<file path="config.mk">
export PLATFORM = sky130hd
export DESIGN_NAME = im_port_arbiter_flat
export DESIGN_NICKNAME = d
export VERILOG_FILES = /design/src/rtl/im_port_arbiter_pkg.sv /design/src/rtl/im_port_arbiter_if.sv /design/src/rtl/im_port_arbiter_tag_pipe.sv /design/src/rtl/im_port_arbiter.sv /design/src/flat_wrapper.sv
export SDC_FILE = /design/constraint.sdc
export NUM_CORES = 1
export LEC_CHECK = 0
export ABC_AREA = 0
export CORE_MARGIN = 8
export CORE_UTILIZATION = 35
export CTS_CLUSTER_SIZE = 28
export DETAILED_ROUTE_END_ITERATION = 8
export PLACE_DENSITY = 0.72
export SETUP_SLACK_MARGIN = 0.4
export SLEW_MARGIN = 20
export SYNTH_ARGS = -nofsm -noshare
export SYNTH_HDL_FRONTEND = slang
export SYNTH_SLANG_ARGS = --single-unit
</file>
<file path="constraint.sdc">
create_clock -name clk -period 2.6 [get_ports clk]
set_input_delay 0.78 -clock clk [delete_from_list [all_inputs] [get_ports clk]]
set_output_delay 0.78 -clock clk [all_outputs]
set_load 0.01 [all_outputs]
</file>
<file path="src/rtl/im_port_arbiter_pkg.sv">
// Shared types for the instruction-ROM port arbiter: owner/state encodings,
// the in-flight tag carried through the ROM latency, and the address check.
package im_pkg;

  typedef enum logic {OWN_FETCH = 1'b0, OWN_DBG = 1'b1} owner_e;
  typedef enum logic {FETCH_PRI = 1'b0, DBG_OWED = 1'b1} state_e;

  typedef struct packed {
    logic   vld;
    owner_e owner;
    logic   err;
  } tag_t;

  localparam int TAG_W = $bits(tag_t);

  // Byte address must be word aligned and fit inside the ROM word space.
  function automatic logic addr_err(input logic [31:0] a, input int aw);
    return (a[1:0] != 2'b00) || ((a >> (aw + 2)) != 32'd0);
  endfunction

endpackage

</file>
<file path="src/rtl/im_port_arbiter_if.sv">
// Fetch, debug and ROM-side signals of the instruction-ROM port arbiter.
interface im_port_arbiter_if #(
  parameter int AW = 10
);
  logic          f_req;
  logic [31:0]   f_addr;
  logic          f_gnt;
  logic          f_rvalid;
  logic [31:0]   f_rdata;
  logic          f_err;
  logic          f_flush;
  logic          d_req;
  logic [31:0]   d_addr;
  logic          d_gnt;
  logic          d_rvalid;
  logic [31:0]   d_rdata;
  logic          d_err;
  logic [AW-1:0] rom_addr;
  logic [31:0]   rom_q;

  modport master (
    output f_req, f_addr, f_flush, d_req, d_addr, rom_q,
    input  f_gnt, f_rvalid, f_rdata, f_err, d_gnt, d_rvalid, d_rdata, d_err, rom_addr
  );

  modport slave (
    input  f_req, f_addr, f_flush, d_req, d_addr, rom_q,
    output f_gnt, f_rvalid, f_rdata, f_err, d_gnt, d_rvalid, d_rdata, d_err, rom_addr
  );
endinterface

</file>
<file path="src/rtl/im_port_arbiter_tag_pipe.sv">
// ROM_LAT-deep tag shift register; a fetch flush kills every fetch-owned tag,
// including the one entering this cycle. The head lines up with rom_q.
module im_tag_pipe
  import im_pkg::*;
#(
  parameter int ROM_LAT = 1
) (
  input  logic clk,
  input  logic rst_n,
  input  logic flush_fetch,
  input  tag_t tag_in,
  output tag_t head
);

  logic [ROM_LAT-1:0][TAG_W-1:0] stg;
  tag_t [ROM_LAT-1:0]            nxt;

  always_comb begin
    nxt[0] = tag_in;
    for (int i = 1; i < ROM_LAT; i++) nxt[i] = tag_t'(stg[i-1]);
    if (flush_fetch)
      for (int i = 0; i < ROM_LAT; i++)
        if (nxt[i].owner == OWN_FETCH) nxt[i].vld = 1'b0;
  end

  always_ff @(posedge clk) begin
    if (!rst_n) stg <= '0;
    else        stg <= nxt;
  end

  assign head = tag_t'(stg[ROM_LAT-1]);

endmodule

</file>
<file path="src/rtl/im_port_arbiter.sv">
// Two-requester arbiter for the instruction ROM read port: fetch has priority,
// a starvation counter forces a debug grant, returned words go to their owner.
module im_port_arbiter
  import im_pkg::*;
#(
  parameter int ROM_LAT    = 1,
  parameter int AW         = 10,
  parameter int STARVE_MAX = 8
) (
  input logic          clk,
  input logic          rst_n,
  im_port_arbiter_if.slave bus
);

  localparam logic [7:0] CNT_OWE = 8'(STARVE_MAX - 1);
  localparam logic [7:0] CNT_MAX = 8'(STARVE_MAX);

  state_e        state, state_nxt;
  logic [7:0]    starve_cnt;
  logic          f_gnt, d_gnt, any_gnt, d_denied;
  logic [31:0]   gnt_addr;
  logic [AW-1:0] last_addr;
  tag_t          tag_in, head;
  logic          f_hit, d_hit;
  logic [31:0]   resp_data, f_rdata_q, d_rdata_q;

  always_ff @(posedge clk) begin
    if (!rst_n) state <= FETCH_PRI;
    else        state <= state_nxt;
  end

  always_comb begin
    state_nxt = state;
    case (state)
      FETCH_PRI: if (d_denied && starve_cnt == CNT_OWE) state_nxt = DBG_OWED;
      DBG_OWED:  if (d_gnt || !bus.d_req) state_nxt = FETCH_PRI;
      default:   state_nxt = FETCH_PRI;
    endcase
  end

  always_comb begin
    f_gnt = 1'b0;
    d_gnt = 1'b0;
    if (rst_n) begin
      case (state)
        FETCH_PRI: begin
          f_gnt = bus.f_req;
          d_gnt = bus.d_req & ~bus.f_req;
        end
        DBG_OWED: begin
          d_gnt = bus.d_req;
          f_gnt = bus.f_req & ~bus.d_req;
        end
        default: ;
      endcase
    end
  end

  assign d_denied = bus.d_req & ~d_gnt;

  always_ff @(posedge clk) begin
    if (!rst_n || d_gnt || !bus.d_req) starve_cnt <= '0;
    else if (starve_cnt != CNT_MAX)    starve_cnt <= starve_cnt + 8'd1;
  end

  assign any_gnt  = f_gnt | d_gnt;
  assign gnt_addr = d_gnt ? bus.d_addr : bus.f_addr;

  // The ROM keeps seeing the last granted address while nobody is granted.
  always_ff @(posedge clk) begin
    if (!rst_n)       last_addr <= '0;
    else if (any_gnt) last_addr <= gnt_addr[AW+1:2];
  end

  assign bus.rom_addr = !rst_n  ? '0 :
                        any_gnt ? gnt_addr[AW+1:2] : last_addr;

  always_comb begin
    tag_in.vld   = any_gnt;
    tag_in.owner = d_gnt ? OWN_DBG : OWN_FETCH;
    tag_in.err   = addr_err(gnt_addr, AW);
  end

  im_tag_pipe #(.ROM_LAT(ROM_LAT)) u_tag_pipe (
    .clk         (clk),
    .rst_n       (rst_n),
    .flush_fetch (bus.f_flush),
    .tag_in      (tag_in),
    .head        (head)
  );

  assign f_hit     = head.vld & (head.owner == OWN_FETCH);
  assign d_hit     = head.vld & (head.owner == OWN_DBG);
  assign resp_data = head.err ? 32'd0 : bus.rom_q;

  always_ff @(posedge clk) begin
    if (!rst_n) begin
      f_rdata_q <= '0;
      d_rdata_q <= '0;
    end else begin
      if (f_hit) f_rdata_q <= resp_data;
      if (d_hit) d_rdata_q <= resp_data;
    end
  end

  assign bus.f_gnt    = f_gnt;
  assign bus.d_gnt    = d_gnt;
  assign bus.f_rvalid = f_hit;
  assign bus.d_rvalid = d_hit;
  assign bus.f_err    = f_hit & head.err;
  assign bus.d_err    = d_hit & head.err;
  assign bus.f_rdata  = f_hit ? resp_data : f_rdata_q;
  assign bus.d_rdata  = d_hit ? resp_data : d_rdata_q;

endmodule

</file>
<file path="src/flat_wrapper.sv">
// flat-port wrapper written by rule: the top's interface ports become plain ports
module im_port_arbiter_flat import im_pkg::*;
#(
  parameter int ROM_LAT    = 1,
  parameter int AW         = 10,
  parameter int STARVE_MAX = 8
)
  (clk, rst_n, bus_f_req, bus_f_addr, bus_f_flush, bus_d_req, bus_d_addr, bus_rom_q, bus_f_gnt, bus_f_rvalid, bus_f_rdata, bus_f_err, bus_d_gnt, bus_d_rvalid, bus_d_rdata, bus_d_err, bus_rom_addr);
  im_port_arbiter_if #(.AW(AW)) bus_i ();
  input logic clk;
  input logic rst_n;
  input wire logic [$bits(bus_i.f_req)-1:0] bus_f_req;
  input wire logic [$bits(bus_i.f_addr)-1:0] bus_f_addr;
  input wire logic [$bits(bus_i.f_flush)-1:0] bus_f_flush;
  input wire logic [$bits(bus_i.d_req)-1:0] bus_d_req;
  input wire logic [$bits(bus_i.d_addr)-1:0] bus_d_addr;
  input wire logic [$bits(bus_i.rom_q)-1:0] bus_rom_q;
  output wire logic [$bits(bus_i.f_gnt)-1:0] bus_f_gnt;
  output wire logic [$bits(bus_i.f_rvalid)-1:0] bus_f_rvalid;
  output wire logic [$bits(bus_i.f_rdata)-1:0] bus_f_rdata;
  output wire logic [$bits(bus_i.f_err)-1:0] bus_f_err;
  output wire logic [$bits(bus_i.d_gnt)-1:0] bus_d_gnt;
  output wire logic [$bits(bus_i.d_rvalid)-1:0] bus_d_rvalid;
  output wire logic [$bits(bus_i.d_rdata)-1:0] bus_d_rdata;
  output wire logic [$bits(bus_i.d_err)-1:0] bus_d_err;
  output wire logic [$bits(bus_i.rom_addr)-1:0] bus_rom_addr;
  assign bus_i.f_req = bus_f_req;
  assign bus_i.f_addr = bus_f_addr;
  assign bus_i.f_flush = bus_f_flush;
  assign bus_i.d_req = bus_d_req;
  assign bus_i.d_addr = bus_d_addr;
  assign bus_i.rom_q = bus_rom_q;
  assign bus_f_gnt = bus_i.f_gnt;
  assign bus_f_rvalid = bus_i.f_rvalid;
  assign bus_f_rdata = bus_i.f_rdata;
  assign bus_f_err = bus_i.f_err;
  assign bus_d_gnt = bus_i.d_gnt;
  assign bus_d_rvalid = bus_i.d_rvalid;
  assign bus_d_rdata = bus_i.d_rdata;
  assign bus_d_err = bus_i.d_err;
  assign bus_rom_addr = bus_i.rom_addr;
  im_port_arbiter #(.ROM_LAT(ROM_LAT), .AW(AW), .STARVE_MAX(STARVE_MAX)) u_core (.clk(clk), .rst_n(rst_n), .bus(bus_i));
endmodule
</file>
# [Word level (Yosys, flattened, before mapping)]
# Cells that the tools add are included.
[totals] mem_bits_ro=0 n_memories=0 latchBits=0 inputBits=101 regBits=86 output_inout_bits=80 mem_bits_rw=0 wordCells=47
[classes] muxes=16 magnitude_cmp=0 addsub=1 multipliers=0 reduce_logical=9 bitwise_logic=13 eq_ne=2 div=0 shift=0
[op_table] operator="two-way mux 32 bit" count=4
[op_table] operator="nonzero test 32 bit" count=1
[op_table] operator="two-way mux 10 bit" count=2
[op_table] operator="adder 8 x 1 -> 8 bit (second input constant)" count=1
[op_table] operator="equality test 8 x 3 -> 1 bit (second input constant)" count=1
[op_table] operator="!= test 8 x 4 -> 1 bit (second input constant)" count=1
[op_table] operator="bitwise AND 1 bit" count=7
[op_table] operator="two-way mux 1 bit" count=7
[op_table] operator="one-hot mux 1 bit (2 select lines)" count=3
[op_table] operator="NOT 1 bit" count=5
[op_table] operator="logical OR 1 bit" count=4
[op_table] operator="zero test 1 bit" count=2
[op_table] operator="nonzero test 2 bit" count=1
[op_table] operator="logical AND 1 bit" count=1
[op_table] operator="bitwise OR 1 bit" count=1

# [Logic depth before layout (Yosys ltp)]
# Gate-level depths: netlist of run 1.
[depth] word_depth=9 mapped_depth=6 ltp_nobuf=5

# [Modules after synthesis]
# From an unflattened synthesis of run 1, not the netlist that was laid out.
[hier_totals] cells_unflattened=436 hier_area_um2=3515.9
[by_module_without_submodules] module="im_port_arbiter" area_each_um2=3424.5 seq_area_each_um2=1661.6 cells_per_inst=428 instances=1
[by_module_without_submodules] module="im_tag_pipe" area_each_um2=91.3 seq_area_each_um2=60.1 cells_per_inst=8 instances=1

# [Least setup slack after synthesis of run 1]
# OpenSTA, ideal clock, no wires.
[synth_timing] path_kind="input -> output" startpoint="in bus_f_req" endpoint="out bus_rom_addr[2]" path_stages=5 n_path_buf=1 t_arrival_ns=1.647 path_slack_ns=0.173 required_ns=1.820 path_cell_list="inv_1 -> o21ai_2 -> buf_4 -> nor2_1 -> a211oi_1"
[synth_via] elab_chain_len=7 elab_cells_between_ends=11 classes_between="mux: 7; bitwise: 4"
[synth_rtl] element="from (decl)" line="flat_wrapper.sv:12" source="input wire logic [$bits(bus_i.f_req)-1:0] bus_f_req;"
[synth_rtl] element="NOT 1 bit" line="im_port_arbiter.sv:48" source="d_gnt = bus.d_req & ~bus.f_req;"
[synth_rtl] element="bitwise AND 1 bit" line="im_port_arbiter.sv:48"
[synth_rtl] element="one-hot mux 1 bit (2 select lines)" line="im_port_arbiter.sv:45" source="case (state)"
[synth_rtl] element="two-way mux 1 bit" line="im_port_arbiter.sv:44" source="if (rst_n) begin"
[synth_rtl] element="two-way mux 32 bit / bitwise OR 1 bit (equally long branches)" line="im_port_arbiter.sv:67, im_port_arbiter.sv:66"
[synth_rtl] element="two-way mux 10 bit (*)" line="im_port_arbiter.sv:76" source="any_gnt ? gnt_addr[AW+1:2] : last_addr;"
[synth_rtl] element="two-way mux 10 bit (*)" line="im_port_arbiter.sv:75" source="assign bus.rom_addr = !rst_n ? '0 :"
[synth_rtl] element="to (decl)" line="flat_wrapper.sv:26" source="output wire logic [$bits(bus_i.rom_addr)-1:0] bus_rom_addr;"
# Every way passes the cells marked *; elsewhere a longest branch is shown, timed or not.

# [Worst setup path in the final report of run 1]
[layout_timing] startpoint="in bus_f_req" endpoint="out bus_rom_addr[3]"
# Same word-level chain as after synthesis.

==> flow_summary.yaml, run 1 <==
power_and_ir_drop:
  power_density_nw_per_um2: 386.5
  p_comb_share_pct: 29.5
  p_clk_share_pct: 29.5
  p_int_w: 0.002344
  netSwitchingPower_w: 0.0009932
  seq_power_share_pct: 41.0
  irDropWorstVdd_v: 0.0003408
  total_leakage_power_nw: 3.748
  switching_share_pct: 29.76
clocking:
  cts-buffers-inserted: 9
  clock_latency_ns: 0.37
  cts_htree_levels: 3
  cts_tree: "done"
  clk_pin_slew_ns: 0.08
  clock_sinks: 86
  cts_buffer_depth: 2
  cts-root-buf: "clkbuf_8"
placed_design:
  hpwlAfterDp_mm: 8.114
  finalWeightedCongestion: 0.7376
  place_inst: 741
  port-buffer-count: 180
  place_area_um2: 5664
drt:
  drt-pass1-iter-count: 5
  drc_errors: 0
  drtAntennaViolNets: 0
  drt_iter0_markers: 336
  drt_wl_total_mm: 21.64
  route.vias.total: 4757
  vias_per_cell: 5.369
  routedWlPerCell_um: 24.42
critical_path:
  r2r_start: "u_core.u_tag_pipe.head[1]"
  crit_path_top_delay_cell: "a211oi_2"
  r2r_slack_ns: 0.42
  crit_fanout: 6
  arrival_ns: 1.76
  r2r_end: "u_core.f_rdata_q[20]"
  reg2reg_depth: 15
  path_cells: "buf_8 -> inv_4 -> o21ai_4 -> buf_6 -> buf_16 -> nor2_4 -> a211oi_2 -> buf_2"
  worstPathBufferInverterCount: 5
  setup.worst_path.end_class: "primary output"
  cp-start-kind: "input pin"
  cpPeakStageDelay_ns: 0.21
  crit_type: "input pin to primary output"
  required_ns: 1.82
  cp_top_family: "buffers and inverters"
logic_synthesis:
  synth_most_common_cell: "nand2_1"
  yosys.area.top_type: "dfxtp_1"
  ys.flop_type: "dfxtp_1"
  synth_edf_count: 0
  ys_types: 32
  avgSynthCellArea_um2: 8.195
  yosys_warnings: 0
  synth.yosys.seq_area_share_pct: 48.30
  syn_inst: 435
  synth.area.top_cells: "dfxtp_1 48%, and2_1 11%, nand2_1 11%"
  synth-async-reset-ratio_pct: 0
  synthTopCellsByCount: "100 x nand2_1, 86 x dfxtp_1, 64 x and2_1, 45 x o21ai_0, 26 x nor2_1"
  synth_top_cell_area_share_pct: 48.30
  syn-cell-area_um2: 3565
  syn_nets: 538
  synth_seq_cells: 86
final_layout:
  fin_nets: 849
  nFillCells: 442
  drive_above_1_share_pct: 53.60
  num_antenna_cells: 0
  final-instance-count-excl-fill: 886
  post-route-util_pct: 85.56
  multi_input_area_um2: 2868
  fin_area_um2: 8635
  syn2layout_area_growth_pct: 142.2
  ff_latch_area_um2: 1732
floorplanning:
  dieHeight_um: 116.9
  rows: 37
  die_area_um2: 13670
  die_w_um: 116.9
  ios: 181
  core_um2: 10090
  start_util_pct: 35.32
sta:
  relSlewSlack_pct: 62.05
  fmax_mhz: 393.8
  maxSlewViolCount: 0
  worst_pin_slew_ns: 0.5693
  timing.final.crit_share_pct: 97.67
  fin_crit_ns: 2.539
  rsz0062_at_grt: "yes"
  hold_viol_final: 0
  whs_ns: 0.5594
  setup_viol: 0
  clock_skew_ns: 0.01369
grt:
  grt_max_degree: 66
  grt_pass1_vias: 4681
  antenna_found_initial: 0
  grt_pass1_wl_mm: 24.09
  grtUsageTotal_pct: 23.17
  overflow: 0
min_path:
  hp-start: "u_core.starve_cnt[1]"
  whs_endpoint: "u_core.starve_cnt[1]"
  whs_path_depth: 2
  hp-class: "flop to flop"
flow_run:
  max_cap_violations: 0
run_status:
  outcome: "finished, final reports clean"
cell families (layout without fill, tap and decap cells):
| family | Yosys count | count (layout) | synth area share (%) |
|---|---|---|---|
| adder cells (fa/ha/maj) | 2 | 2 | 0.7019 |
| buffers and inverters | 36 | 350 | 4.879 |
| multiplexers | 11 | 11 | 3.089 |
| flip-flops | 86 | 86 | 48.30 |
| AND/OR/NAND/NOR | 215 | 216 | 29.38 |
| XOR/XNOR | 7 | 7 | 1.720 |
| AO/OA/AOI/OAI | 78 | 78 | 11.93 |
layout make-up:
cell class | count | share of cell area, %
inverters | 8 | 0.4347
multi-input cells | 314 | 33.21
repair buffers | 327 | 42.07
well taps | 136 | 1.971
clock buffers | 9 | 1.435
clock inverters | 6 | 0.8260
flip-flops and latches | 86 | 20.06
routing by layer:
metal  routed length (um)  global-route usage (%)  vias up  part of all wire (%)
met2                10620                   42.51      296                    49
met5                    0                       0        -                     0
met3                 1913                   7.901       93                   8.8
met1                 7938                   24.61     2299                    37
met4                 1160                   6.570        0                   5.4
li1                     -                       -     2069                     -
how the worst max path moves through the flow:
stage	slack, ns	cells past startpoint	end	start
finish	0.06	8	bus_rom_addr[3]	bus_f_req
global route	-0.02	7	bus_rom_addr[8]	bus_d_req
CTS	0.02	8	bus_rom_addr[9]	bus_f_req
detailed placement	-0.84	6	bus_rom_addr[8]	bus_d_req
global placement	-0.82	6	bus_rom_addr[5]	bus_d_req
floorplan	0.35	5	bus_rom_addr[2]	bus_f_req
worst register-to-register path: stages (launching register included):
cell and delay, ns:
dfxtp_4 0.36, nand2b_4 0.19, buf_12 0.14, buf_16 0.12, buf_8 0.12, o21ai_4 0.08
buf_6 0.11, buf_6 0.10, buf_6 0.11, buf_6 0.11, buf_6 0.11, buf_6 0.10
buf_6 0.10, buf_6 0.11, buf_6 0.10, and2_4 0.14
sequential cells by signal, summed over array words and instances, names as in the netlist:
register	flops
u_core.d_rdata_q	32
u_core.f_rdata_q	32
u_core.last_addr	10
u_core.starve_cnt	8
u_core.state	1
u_core.u_tag_pipe.head	3
through the flow:
stage,power [W],setup slack [ns],setup TNS (ns)
after floorplan,0.001568,0.3463,0
after global placement,0.001868,-0.8184,-26.17
after detailed placement,0.001878,-0.8385,-26.93
after CTS,0.003057,0.01901,0
after global routing,0.003440,-0.01919,-0.01919
final,0.003337,0.06071,0
power groups by stage:
stage | Sequential, W | Combinational, W | Clock, W
floorplan | 0.00139 | 0.000179 | 0
global placement | 0.00139 | 0.000478 | 0
detailed placement | 0.00139 | 0.000485 | 0
CTS | 0.00136 | 0.000719 | 0.000974
global route | 0.00137 | 0.00102 | 0.00105
finish | 0.00137 | 0.000983 | 0.000984
layout by cell type, fill, tap and decap left out, drive strengths merged, types with 3 or more instances in the layout:
| master | n |
|---|---|
| inv | 9 |
| and2 | 64 |
| clkdlybuf4s50 | 64 |
| nor2 | 26 |
| a211oi | 10 |
| xor2 | 4 |
| nand2 | 101 |
| buf | 220 |
| dlygate4sd2 | 27 |
| nor4 | 11 |
| dfxtp | 86 |
| nand3 | 5 |
| xnor2 | 3 |
| mux2i | 11 |
| clkbuf | 17 |
| clkdlybuf4s15 | 7 |
| o21ai | 65 |
repair_timing:
item | 4_1_cts | 5_1_grt
hold buffers | 0 | 0
hold endpoints to repair | 0 | 0
pin swaps | 88 | 54
setup buffers | 79 | 28
gates cloned | 15 | 8
gates resized for setup | 586 | 226
setup endpoints to repair | 80 | 79
No activity file was read; power rests on OpenSTA's default activity.
==> run 2: changes to the inputs <==
--- a/config.mk
+++ b/config.mk
@@ -6,7 +6,7 @@
 export NUM_CORES = 1
 export LEC_CHECK = 0
 export ABC_AREA = 0
-export CORE_MARGIN = 8
+export CORE_MARGIN = 5
 export CORE_UTILIZATION = 35
 export CTS_CLUSTER_SIZE = 28
 export DETAILED_ROUTE_END_ITERATION = 8
==> flow_summary.yaml, run 2 (same netlist as run 1, synthesis figures left out) <==
sta:
  clock_skew_ns: 0.01181
  worst_pin_slew_ns: 0.2936
  maxSlewViolCount: 0
  finalWorstSetupSlack_ns: 0.04996
  relSlewSlack_pct: 80.43
  fin_crit_ns: 2.550
  fmax_mhz: 392.2
  setup_viol: 0
  hold_viol_final: 0
  rsz0062_at_grt: "yes"
  timing.final.crit_share_pct: 98.08
floorplanning:
  rows: 36
  start_util_pct: 36.14
  die_w_um: 110.9
  dieHeight_um: 110.9
  core_um2: 9864
  die_area_um2: 12300
  ios: 181
drt:
  drt_iter0_markers: 166
  drc_errors: 0
  drt_wl_total_mm: 15.94
  route.vias.total: 4169
  drt-pass1-iter-count: 4
  drtAntennaViolNets: 0
  routedWlPerCell_um: 19.20
  vias_per_cell: 5.023
placed_design:
  port-buffer-count: 180
  hpwlAfterDp_mm: 7.715
  pre_cts_ws_ns: -0.8760
  finalWeightedCongestion: 0.7521
grt:
  antenna_found_initial: 1
  grt_pass1_wl_mm: 20.14
  overflow: 0
  grtUsageTotal_pct: 20.02
  grt_max_degree: 35
  grt_pass1_vias: 4061
clocking:
  cts_htree_levels: 3
  cts-buffers-inserted: 9
  clock_sinks: 86
  cts_hold_buf: 0
  clk_pin_slew_ns: 0.09
  cts-root-buf: "clkbuf_8"
  clock_latency_ns: 0.35
  cts_buffer_depth: 2
  cts_tree: "done"
critical_path:
  reg2reg_depth: 9
  arrival_ns: 1.77
  required_ns: 1.82
  crit_start: "bus_f_req"
  endpoint: "bus_rom_addr[8]"
  r2r_start: "u_core.u_tag_pipe.head[1]"
  cp-start-kind: "input pin"
  r2r_end: "u_core.f_rdata_q[28]"
  crit_fanout: 5
  setup.worst_path.end_class: "primary output"
  crit_type: "input pin to primary output"
  r2r_slack_ns: 1.02
power_and_ir_drop:
  irDropWorstVdd_v: 0.0002825
  switching_share_pct: 26.42
  netSwitchingPower_w: 0.0008810
  power_density_nw_per_um2: 423.2
  seq_power_share_pct: 41.1
  total_leakage_power_nw: 3.428
  p_int_w: 0.002454
  p_comb_share_pct: 24.0
  p_clk_share_pct: 34.9
final_layout:
  top_regs: "u_core.d_rdata_q (32), u_core.f_rdata_q (32), u_core.last_addr (10)"
  drive_above_1_share_pct: 52.80
  most-common-layout-cells: "82 x dfxtp_1, 64 x and2_1, 59 x buf_6, 58 x clkdlybuf4s50_1, 46 x buf_4"
  syn2layout_area_growth_pct: 121.1
  num_antenna_cells: 0
  final_common_cell: "dfxtp_1"
  post-route-util_pct: 79.90
  nFillCells: 597
  fin_nets: 796
flow_run:
  max_cap_violations: 0
run_status:
  outcome: "finished, final reports clean"
min_path:
  hp-class: "flop to flop"
  whs_path_depth: 2
run 2: how the worst min path moves through the flow:
stage	startpoint	endpoint	slack (ns)
2_1_floorplan	u_core.starve_cnt[7]	u_core.starve_cnt[7]	0.50
3_3_place_gp	u_core.starve_cnt[7]	u_core.starve_cnt[7]	0.52
3_5_place_dp	u_core.starve_cnt[7]	u_core.starve_cnt[7]	0.52
4_1_cts	u_core.starve_cnt[7]	u_core.starve_cnt[7]	0.55
5_1_grt	u_core.starve_cnt[5]	u_core.starve_cnt[5]	0.59
6_report	u_core.starve_cnt[7]	u_core.starve_cnt[7]	0.55
run 2: area by class of cell:
type	count	area, um2	share of cell area, %
Sequential cell	86	1732	21.97
Inverter	8	37.54	0.4763
Clock inverter	5	106.4	1.349
Timing Repair Buffer	274	2851	36.18
Multi-Input combinational cell	314	2850	36.16
Clock buffer	10	137.6	1.746
Tap cell	133	166.4	2.111
run 2: metal layers:
layer / share of wire (%) / vias up / wire length [um] / GRT usage (%)
met4: 3.0 / 2 / 472 / 6.486
met3: 5.9 / 33 / 935 / 5.731
met2: 54 / 167 / 8535 / 35.19
met1: 38 / 2009 / 5981 / 23.38
li1: - / 1958 / - / -
met5: 0.082 / - / 13 / 0
run 2: per-stage QoR:
step           setup TNS, ns  cells  total power, W  cell area, um2  hold slack (ns)
2_1_floorplan              0    435        0.001568            3646           0.4987
3_3_place_gp          -26.07    741        0.001873            5683           0.5183
3_5_place_dp          -26.71    741        0.001880            5683           0.5247
4_1_cts                    0    810        0.003099            6406           0.5545
5_1_grt             -0.01637    830        0.003453            7881           0.5869
6_report                   0    830        0.003335            7881           0.5492
run 2: critical path, stage by stage:
cell	delay [ns]
buf_6	0.08
buf_6	0.12
nand3_4	0.10
buf_6	0.13
mux2i_4	0.18
a211oi_4	0.20
buf_2	0.17
run 2: repair_timing:
item / 4_1_cts / 5_1_grt
pin swaps: 71 / 58
gates resized for setup: 501 / 289
cloned: 9 / 10
endpoints found under the setup margin: 80 / 76
setup buffers: 45 / 10
run 2: power by group through the flow:
stage                     Sequential, W  Combinational, W  Clock, W
after floorplan                 0.00139          0.000179         0
after global placement          0.00139          0.000482         0
after detailed placement        0.00139          0.000488         0
after CTS                       0.00136          0.000568   0.00117
after global routing            0.00137          0.000842   0.00124
final                           0.00137          0.000801   0.00116
==> run 3: changes to the inputs <==
--- a/config.mk
+++ b/config.mk
@@ -10,9 +10,10 @@
 export CORE_UTILIZATION = 35
 export CTS_CLUSTER_SIZE = 28
 export DETAILED_ROUTE_END_ITERATION = 8
-export PLACE_DENSITY = 0.72
+export PLACE_DENSITY = 0.75
 export SETUP_SLACK_MARGIN = 0.4
 export SLEW_MARGIN = 20
 export SYNTH_ARGS = -nofsm -noshare
 export SYNTH_HDL_FRONTEND = slang
 export SYNTH_SLANG_ARGS = --single-unit
+export TNS_END_PERCENT = 10
==> constraint.sdc (replaced) <==
create_clock -name clk -period 2.2 [get_ports clk]
set_input_delay 0.66 -clock clk [delete_from_list [all_inputs] [get_ports clk]]
set_output_delay 0.66 -clock clk [all_outputs]
set_load 0.01 [all_outputs]
==> flow_summary.yaml, run 3 (same netlist as run 1, synthesis figures left out) <==
critical_path:
  r2r_start: "u_core.u_tag_pipe.head[1]"
  cp_top_family: "buffers and inverters"
  crit_path_top_delay_cell: "clkdlybuf4s50_1"
  worstPathBufferInverterCount: 2
  cpPeakStageDelay_ns: 0.45
  required_ns: 1.54
  crit_fanout: 2
  setup.worst_path.end_class: "primary output"
  cp-start-kind: "input pin"
  crit_start: "bus_f_addr[9]"
  arrival_ns: 1.63
  crit_type: "input pin to primary output"
  path_cells: "clkdlybuf4s50_1 -> mux2i_1 -> a211oi_4 -> buf_2"
sta:
  timing.final.crit_share_pct: 104.0
  rsz0062_at_grt: "yes"
  clock_skew_ns: 0.006876
  relSlewSlack_pct: 65.07
  worst_pin_slew_ns: 0.5240
  setup_viol: 10
  fmax_mhz: 437.2
  finalWorstSetupSlack_ns: -0.08704
  hold_viol_final: 0
  maxSlewViolCount: 0
  fin_crit_ns: 2.287
drt:
  route.vias.total: 3722
  routedWlPerCell_um: 15.36
  vias_per_cell: 4.834
  drtAntennaViolNets: 0
  drt_wl_total_mm: 11.83
  drt_iter0_markers: 156
  drt-pass1-iter-count: 4
  drc_errors: 0
clocking:
  cts-root-buf: "clkbuf_8"
  clock_sinks: 86
  cts_hold_buf: 0
  cts_buffer_depth: 2
  cts-buffers-inserted: 9
  cts_tree: "done"
  clock_latency_ns: 0.34
  clk_pin_slew_ns: 0.08
  cts_htree_levels: 3
grt:
  overflow: 0
  grt_pass1_wl_mm: 18.52
  grt_pass1_vias: 3908
  grt_max_degree: 67
  grtUsageTotal_pct: 18.03
  antenna_found_initial: 0
power_and_ir_drop:
  irDropWorstVdd_v: 0.0003509
  total_leakage_power_nw: 2.822
  power_density_nw_per_um2: 536.5
final_layout:
  drive_above_1_share_pct: 39.09
  ff_latch_area_um2: 1733
  nFillCells: 831
  final-instance-count-excl-fill: 770
  top_regs: "u_core.d_rdata_q (32), u_core.f_rdata_q (32), u_core.last_addr (10)"
  fin_nets: 735
  most-common-layout-cells: "83 x dfxtp_1, 69 x buf_2, 68 x clkdlybuf4s50_1, 66 x nand2_1, 64 x and2_1"
  syn2layout_area_growth_pct: 75.75
  multi_input_area_um2: 2213
  num_antenna_cells: 0
  post-route-util_pct: 63.51
  final_common_cell: "dfxtp_1"
floorplanning:
  start_util_pct: 36.14
  die_w_um: 110.9
  die_area_um2: 12300
  rows: 36
  core_um2: 9864
  dieHeight_um: 110.9
  ios: 181
placed_design:
  port-buffer-count: 180
  hpwlAfterDp_mm: 7.992
  finalWeightedCongestion: 0.7809
  place_inst: 742
min_path:
  hp-start: "u_core.starve_cnt[7]"
  hp-class: "flop to flop"
flow_run:
  max_cap_violations: 0
run_status:
  outcome: "finished with violations"
  violations: "setup timing"
==> run 3: path summary, 6_finish.rpt <==
check / depth (start not counted) / end / slack [ns]
max: 4 / bus_rom_addr[7] / -0.09
min: 2 / u_core.starve_cnt[7] / 0.55
max reg2reg: 7 / u_core.f_rdata_q[5] / 0.80
min reg2reg: 2 / u_core.starve_cnt[7] / 0.55
==> run 3: power by group <==
part	internal, W	switching [W]
clock network	0.000534	0.000578
registers	0.00160	0.0000194
logic	0.000340	0.000295
==> run 3: through the flow <==
step / total power [W] / hold WS (ns) / instance area, um2 / setup slack (ns) / TNS (ns)
floorplan: 0.001854 / 0.4987 / 3654 / 0.1879 / 0
global placement: 0.002218 / 0.5263 / 5710 / -0.9965 / -38.67
detailed placement: 0.002230 / 0.5249 / 5710 / -1.050 / -39.34
CTS: 0.003352 / 0.5623 / 5929 / -0.07974 / -0.7104
global route: 0.003518 / 0.5840 / 6265 / -0.1356 / -1.153
finish: 0.003361 / 0.5545 / 6265 / -0.08704 / -0.4218
==> run 3: final cells by class <==
type	instances	share of cell area, %
Multi-Input combinational cell	314	35.33
Clock inverter	6	1.138
Sequential cell	86	27.66
Inverter	8	0.5193
Timing Repair Buffer	213	30.66
Tap cell	133	2.656
Clock buffer	10	2.037
==> run 3: metal layers <==
layer | global-route usage [%] | up-vias | part of all wire (%)
li1 | - | 1840 | -
met1 | 20.01 | 1736 | 40
met2 | 32.32 | 134 | 51
met3 | 6.550 | 12 | 7.1
met4 | 5.008 | 0 | 1.3
met5 | 0 | - | 0
==> run 3: tightest hold or removal path: stages (launching register included) <==
cell and delay (ns):
dfxtp_1 0.37, xor2_1 0.08, nor2_1 0.08
==> run 3: repair_timing <==
| action | in CTS | in global routing |
|---|---|---|
| setup endpoints to repair | 80 | 80 |
| resized for setup | 475 | 94 |
| pin swaps | 64 | 35 |
| setup buffers | 4 | 3 |
| gates cloned | 4 | 1 |
